===== config.mk =====
export PLATFORM = sky130hd
export DESIGN_NAME = raven_mem_decoder
export DESIGN_NICKNAME = d
export VERILOG_FILES = /design/src/rtl/raven_bus_pkg.sv /design/src/rtl/boot_overlay.sv /design/src/rtl/raven_mem_decoder.sv
export SDC_FILE = /design/constraint.sdc
export NUM_CORES = 1
export LEC_CHECK = 0
export ABC_AREA = 1
export ABC_CLOCK_PERIOD_IN_PS = 2200
export CAP_MARGIN = 20
export CELL_PAD_IN_SITES_DETAIL_PLACEMENT = 1
export CELL_PAD_IN_SITES_GLOBAL_PLACEMENT = 2
export CORE_MARGIN = 2
export CORE_UTILIZATION = 24
export CTS_BUF_LIST = sky130_fd_sc_hd__clkbuf_8
export CTS_CLUSTER_SIZE = 30
export DETAILED_ROUTE_END_ITERATION = 6
export MAX_ROUTING_LAYER = met4
export PLACE_DENSITY_LB_ADDON = 0.1
export SLEW_MARGIN = 15
export SYNTH_ARGS = -nofsm -noshare
export SYNTH_HDL_FRONTEND = slang
export SYNTH_HIERARCHICAL = 1
export SYNTH_SLANG_ARGS = --single-unit

===== constraint.sdc =====
create_clock -name clk -period 2.2 [get_ports clk]
set_input_delay 0.44 -clock clk [delete_from_list [all_inputs] [get_ports clk]]
set_output_delay 0.44 -clock clk [all_outputs]
set_load 0.05 [all_outputs]

===== src/rtl/raven_bus_pkg.sv =====
// Shared definitions for the Raven68k bus decode logic.
//   region_e    : decoded address region of the current bus cycle
//   BOOT_CYCLES : default number of /AS cycles during which ROM overlays the map
//   DUART_SEL   : default {a9,a8,a7} value selecting the DUART within I/O space
package raven_bus_pkg;

  typedef enum logic [1:0] {
    REG_NONE,
    REG_RAM,
    REG_ROM,
    REG_IO
  } region_e;

  localparam int         BOOT_CYCLES = 8;
  localparam logic [2:0] DUART_SEL   = 3'b000;

endpackage


===== src/rtl/boot_overlay.sv =====
// Boot-time ROM overlay tracker.
// Counts completed /AS cycles after reset and reports whether the ROM overlay
// is still in force.
//   clk            : in,  system clock
//   reset          : in,  synchronous active-high reset
//   as             : in,  CPU address strobe, active low
//   overlay_active : out, high while fewer than BOOT_CYCLES cycles have completed
module boot_overlay #(
  parameter int BOOT_CYCLES = 8
) (
  input  logic clk,
  input  logic reset,
  input  logic as,
  output logic overlay_active
);

  localparam int CNT_W = (BOOT_CYCLES > 0) ? $clog2(BOOT_CYCLES + 1) : 1;

  // Down-counter of cycles still to be overlaid; zero is the terminal count,
  // which also gives the saturation for free.
  logic [CNT_W-1:0] remain_q, remain_d;
  logic             as_q, as_d;
  logic             cycle_done;

  always_comb begin
    as_d       = as;
    remain_d   = remain_q;
    // A cycle ends when /AS is seen high after being seen low on the prior edge.
    cycle_done = as && !as_q;
    if (cycle_done && (remain_q != '0)) begin
      remain_d = remain_q - 1'b1;
    end
  end

  always_ff @(posedge clk) begin
    if (reset) begin
      remain_q <= CNT_W'(BOOT_CYCLES);
      as_q     <= 1'b1;
    end else begin
      remain_q <= remain_d;
      as_q     <= as_d;
    end
  end

  assign overlay_active = (remain_q != '0);

endmodule


===== src/rtl/raven_mem_decoder.sv =====
// Raven68k address decoder and chip-select generator.
// Decodes /AS, /UDS, /LDS, A21, A17 and A9..A7 into active-low selects.
//   clk, reset              : system clock, synchronous active-high reset
//   a7, a8, a9              : I/O sub-decode address bits
//   a17                     : ROM (0) / I/O (1) within the upper half
//   a21                     : RAM (0) / ROM+I/O (1)
//   as, uds, lds            : CPU address and data strobes, active low
//   ram_evn_cs, ram_odd_cs  : RAM byte-lane selects, active low
//   rom_evn_cs, rom_odd_cs  : ROM byte-lane selects, active low
//   duart_cs                : DUART select, active low
module raven_mem_decoder #(
  parameter int         BOOT_CYCLES = raven_bus_pkg::BOOT_CYCLES,
  parameter logic [2:0] DUART_SEL   = raven_bus_pkg::DUART_SEL
) (
  input  logic clk,
  input  logic reset,
  input  logic a7,
  input  logic a8,
  input  logic a9,
  input  logic a17,
  input  logic a21,
  input  logic as,
  input  logic uds,
  input  logic lds,
  output logic ram_evn_cs,
  output logic ram_odd_cs,
  output logic rom_evn_cs,
  output logic rom_odd_cs,
  output logic duart_cs
);

  import raven_bus_pkg::*;

  logic    overlay_active;
  region_e region;

  boot_overlay #(
    .BOOT_CYCLES (BOOT_CYCLES)
  ) u_boot_overlay (
    .clk            (clk),
    .reset          (reset),
    .as             (as),
    .overlay_active (overlay_active)
  );

  always_comb begin
    region = REG_NONE;
    if (!reset && !as) begin
      if (overlay_active) begin
        region = REG_ROM;
      end else if (!a21) begin
        region = REG_RAM;
      end else if (!a17) begin
        region = REG_ROM;
      end else begin
        region = REG_IO;
      end
    end
  end

  // Strobes are active low, so a lane select simply follows its strobe once
  // the region matches; everything else stays deasserted high.
  always_comb begin
    ram_evn_cs = 1'b1;
    ram_odd_cs = 1'b1;
    rom_evn_cs = 1'b1;
    rom_odd_cs = 1'b1;
    duart_cs   = 1'b1;
    unique case (region)
      REG_RAM: begin
        ram_evn_cs = uds;
        ram_odd_cs = lds;
      end
      REG_ROM: begin
        rom_evn_cs = uds;
        rom_odd_cs = lds;
      end
      REG_IO: begin
        if ({a9, a8, a7} == DUART_SEL) begin
          duart_cs = uds && lds;
        end
      end
      default: ;
    endcase
  end

endmodule


Word level (Yosys, flattened, before mapping). Cells that the tools add are included. Widths: inputs -> output; s select.

Register bits: 5. Logic and storage cells: 25.

Reductions and logical operators: 9. Mux-type cells: 10. Eq/ne operators: 3. Add/sub/neg operators: 1.

Operators with widths (count): $mux 1 (7); $mux 2 (3); $eq 2x2->1 const B (2); $logic_and 1x1->1 (4); $reduce_bool 4->1 (1); $sub 4x1->4 const B (1); $logic_not 1->1 (3); $logic_not 3->1 (1); $eq 2x1->1 const B (1).

Logic depth before layout (Yosys ltp).
Depth in word-level cells: 6. Mapped depth: 8. Gate-level depth less buffers: 8.

Hierarchy. Netlist, hierarchy kept.

By module, submodules not included: boot_overlay (seq. area each 100.1 um^2, area an instance 302.8 um^2, cells an instance 41, instances 1); raven_mem_decoder (seq. area each 0.0 um^2, area an instance 103.8 um^2, cells an instance 22, instances 1).

Least setup slack after synthesis. No wires, ideal clock.

Path kind: register -> output. Start point: register u_boot_overlay.remain_q[0]. End point: output rom_evn_cs. Path buffers: 0. Arrival time: 1.307 ns. Stages on the path, launching flop included: 7. Path slack: 0.453 ns. Data required time: 1.760 ns. Cell sequence: dfxtp_1 > inv_1 > ha_1 > nand2_4 > inv_2 > nand2_2 > nand4_1.

Longest elaborated chain between the ends: 5.

Ends and longest elaborated chain: start: declaration (line boot_overlay.sv:21) `logic [CNT_W-1:0] remain_q, remain_d;`; start signal: assignment (line boot_overlay.sv:37) `remain_q <= CNT_W'(BOOT_CYCLES);`; start signal: assignment (line boot_overlay.sv:40) `remain_q <= remain_d;`; $reduce_bool 4->1 (line boot_overlay.sv:45) `assign overlay_active = (remain_q != '0);`; net overlay_active (line raven_mem_decoder.sv:34) `logic overlay_active;`; $mux 2 (line raven_mem_decoder.sv:49) `if (overlay_active) begin`; $mux 2 (line raven_mem_decoder.sv:48) `if (!reset && !as) begin`; $eq 2x2->1 (line raven_mem_decoder.sv:69) `unique case (region)`; $mux 1 (line raven_mem_decoder.sv:69); end: declaration (line raven_mem_decoder.sv:27) `output logic rom_evn_cs,`.

The timed path passes the listed nets, and every way through them passes these cells.

Final worst setup path.
Start point: input reset. End point: output duart_cs.

Longest elaborated chain between the ends: 5.

Ends and longest elaborated chain: start: declaration (line raven_mem_decoder.sv:16) `input logic reset,`; $logic_not 1->1 (line raven_mem_decoder.sv:48); $logic_and 1x1->1 (line raven_mem_decoder.sv:48); $mux 2 (line raven_mem_decoder.sv:48); $eq 2x2->1 (line raven_mem_decoder.sv:69); $mux 1 (line raven_mem_decoder.sv:69); end: declaration (line raven_mem_decoder.sv:29) `output logic duart_cs`.

No other way between the ends.

==> results.cfg <==
[clock_tree]
cts_inserted_buffers = 3
clk_pin_slew_ns = 0.04
ctsResizeCount = 0
htreeDepth = 1
cts.path.max_buffers = 2
cts_setup_buffers = 0
cts_hold_buf = 0
worst_skew_pair.late_latency_ns = 0.22
cts_root_buffer = clkbuf_8
clock-sinks = 5
cts_tree = built

[floorplanning]
io_pins = 15
coreArea_um2 = 1540
fp.dieW_um = 45.2
die_area_um2 = 2040
rows = 14
start_util_pct = 26.4
dieHeight_um = 45.2

[power]
ir_drop_v = 0.000264
internal_power_mw = 0.255
p_total_mw = 0.355
p_comb_share_pct = 23.1
switching_share_pct = 28.0
leakage_nw = 0.334
clockPowerShare_pct = 48.4
switchingPower_mw = 0.0992
powerDensity_nw_per_um2 = 536
p_seq_share_pct = 28.6

[timing]
maxSlewHeadroom_pct = 83.1
holdWs_ns = 0.487
setup_viol = 0
fin_crit_ns = 2.03
post-route-period-util_pct = 92.4
rsz0062_at_grt = no
drv_slew = 0
skew_ns = 0.00213
final_hold_viol_count = 0
fin_tns_setup_ns = 0
worstMarginPinSlew_ns = 0.252
max_freq_ghz = 0.492

[worst_setup_path]
arrival_ns = 1.59
slowest_stage = clkdlybuf4s50_1
path_common_cell = nand2_1
worstPathCellList = clkdlybuf4s50_1, nor2_4, nand2_1, nor2_1, nand2_1, buf_12
max_stage_delay_ns = 0.53
end_kind = output pin
required_ns = 1.76
cp_max_fo = 6
setup.worst_path.start_class = primary input
critPathKind = primary input to output pin

[run]
drv_cap = 0

[detailed_routing]
vias_per_cell = 4.20
drt-met1-wl_um = 488
totalWireLength_um = 955
top_layer = met3
vias = 407
drt-initial-drc-count = 0
antenna_left = 0
wl_met2_um = 429
drc_errors = 0
drtPass1Iterations = 1
post_drt_wl_per_cell_um = 9.85
wl_met3_um = 37

[yosys]
synth_edf_count = 0
synthesis.area_um2 = 407
ys_seq_area_share_pct = 24.6
ys.flop_type = dfxtp_1
avgSynthCellArea_um2 = 6.45
ys.warnings.count = 6
async_reset_ff_share_pct = 0
netlist_instances = 63
synth_fp_nets = 75
ys_ff_latch = 5
synth_cell_types = 15

[run_status]
status = finished clean

[grt]
grt_overflow_total = 0
grt_pass1_vias = 405
antenna_found_initial = 0
grt_start_max_net_pins = 7
grt_usage_pct = 12.0
grt_pass1_wl_um = 1670

[hold_path]
hold_class = flop to flop

[finish]
drive_gt1_share_pct = 21.0
nNetsFinal = 94
final_util_pct = 42.9
fin_area_um2 = 662
antenna_cells = 0
syn_to_final_growth_pct = 62.8

[placement]
dpl-instance-area_um2 = 617
dp_hpwl_um = 793
io_buffers = 14
place_congestion = 0.708
layout make-up:
class | instances | area (um^2)
Multi-Input combinational cell | 43 | 250
Timing Repair Buffer | 14 | 190
Fill cell | 203 | 880
Tap cell | 16 | 20.0
Clock buffer | 3 | 41.3
Clock inverter | 1 | 3.75
Inverter | 15 | 56.3
Sequential cell | 5 | 100
placed cells by master (no fill, tap or decap), types with 2 or more instances in the layout:
master / n
inv_1: 14
nand2_1: 16
nand2_4: 2
o21bai_1: 2
ha_1: 2
nor2_1: 8
nand3_1: 4
clkdlybuf4s50_1: 9
clkbuf_8: 3
nand4_1: 4
inv_2: 2
dfxtp_1: 5
buf_12: 5
critical path, delay by kind of cell:
kind | cells | cell delay (ns)
buffers and inverters | 2 | 0.69
and+or+nand+nor | 4 | 0.48
cells by family after synthesis:
logic type,share of synthesized area [%]
flops,24.6
fa+ha+maj,6.15
buf+inv,13.8
simple gates,49.5
compound gates,5.85
metal layers:
layer	GRT usage (%)	vias up
met5	-	-
met4	7.06	0
met3	2.40	0
met2	16.6	7
met1	16.1	174
li1	-	226
final timing paths:
path	from	endpoint	slack (ns)	cells after the start
min reg2reg	u_boot_overlay/remain_q[0]	u_boot_overlay/remain_q[0]	0.49	2
max reg2reg	u_boot_overlay/remain_q[0]	u_boot_overlay/remain_q[0]	1.09	6
max	reset	duart_cs	0.17	6
min	u_boot_overlay/remain_q[0]	u_boot_overlay/remain_q[0]	0.49	2
state kept, by name, summed over array words and instances, names as in the netlist:
| signal | count |
|---|---|
| u_boot_overlay/as_q | 1 |
| u_boot_overlay/remain_q | 4 |
cells in the mapped netlist (2+ instances only):
library cell   n  area (um^2)
ha_1           2         25.0
inv_2          2         7.51
nand3_1        4         20.0
nand4_1        4         25.0
dfxtp_1        5          100
o21bai_1       2         15.0
nand2_4        2         22.5
inv_1         13         48.8
nand2_1       16         60.1
nor2_1         8         30.0
through the flow:
stage | std cells | setup WS [ns]
floorplan | 63 | 0.453
global placement | 93 | 0.180
detailed placement | 93 | 0.162
CTS | 97 | 0.162
global route | 97 | 0.0712
finish | 97 | 0.166
power by group through the flow:
stage / combinational [mW] / sequential [mW] / clock, mW
3_3_place_gp: 0.0820 / 0.103 / 0
6_report: 0.0817 / 0.101 / 0.171
5_1_grt: 0.0920 / 0.102 / 0.182
4_1_cts: 0.0830 / 0.102 / 0.177
2_1_floorplan: 0.0482 / 0.102 / 0
3_5_place_dp: 0.0826 / 0.103 / 0
Power figures use the tool's default switching activity.
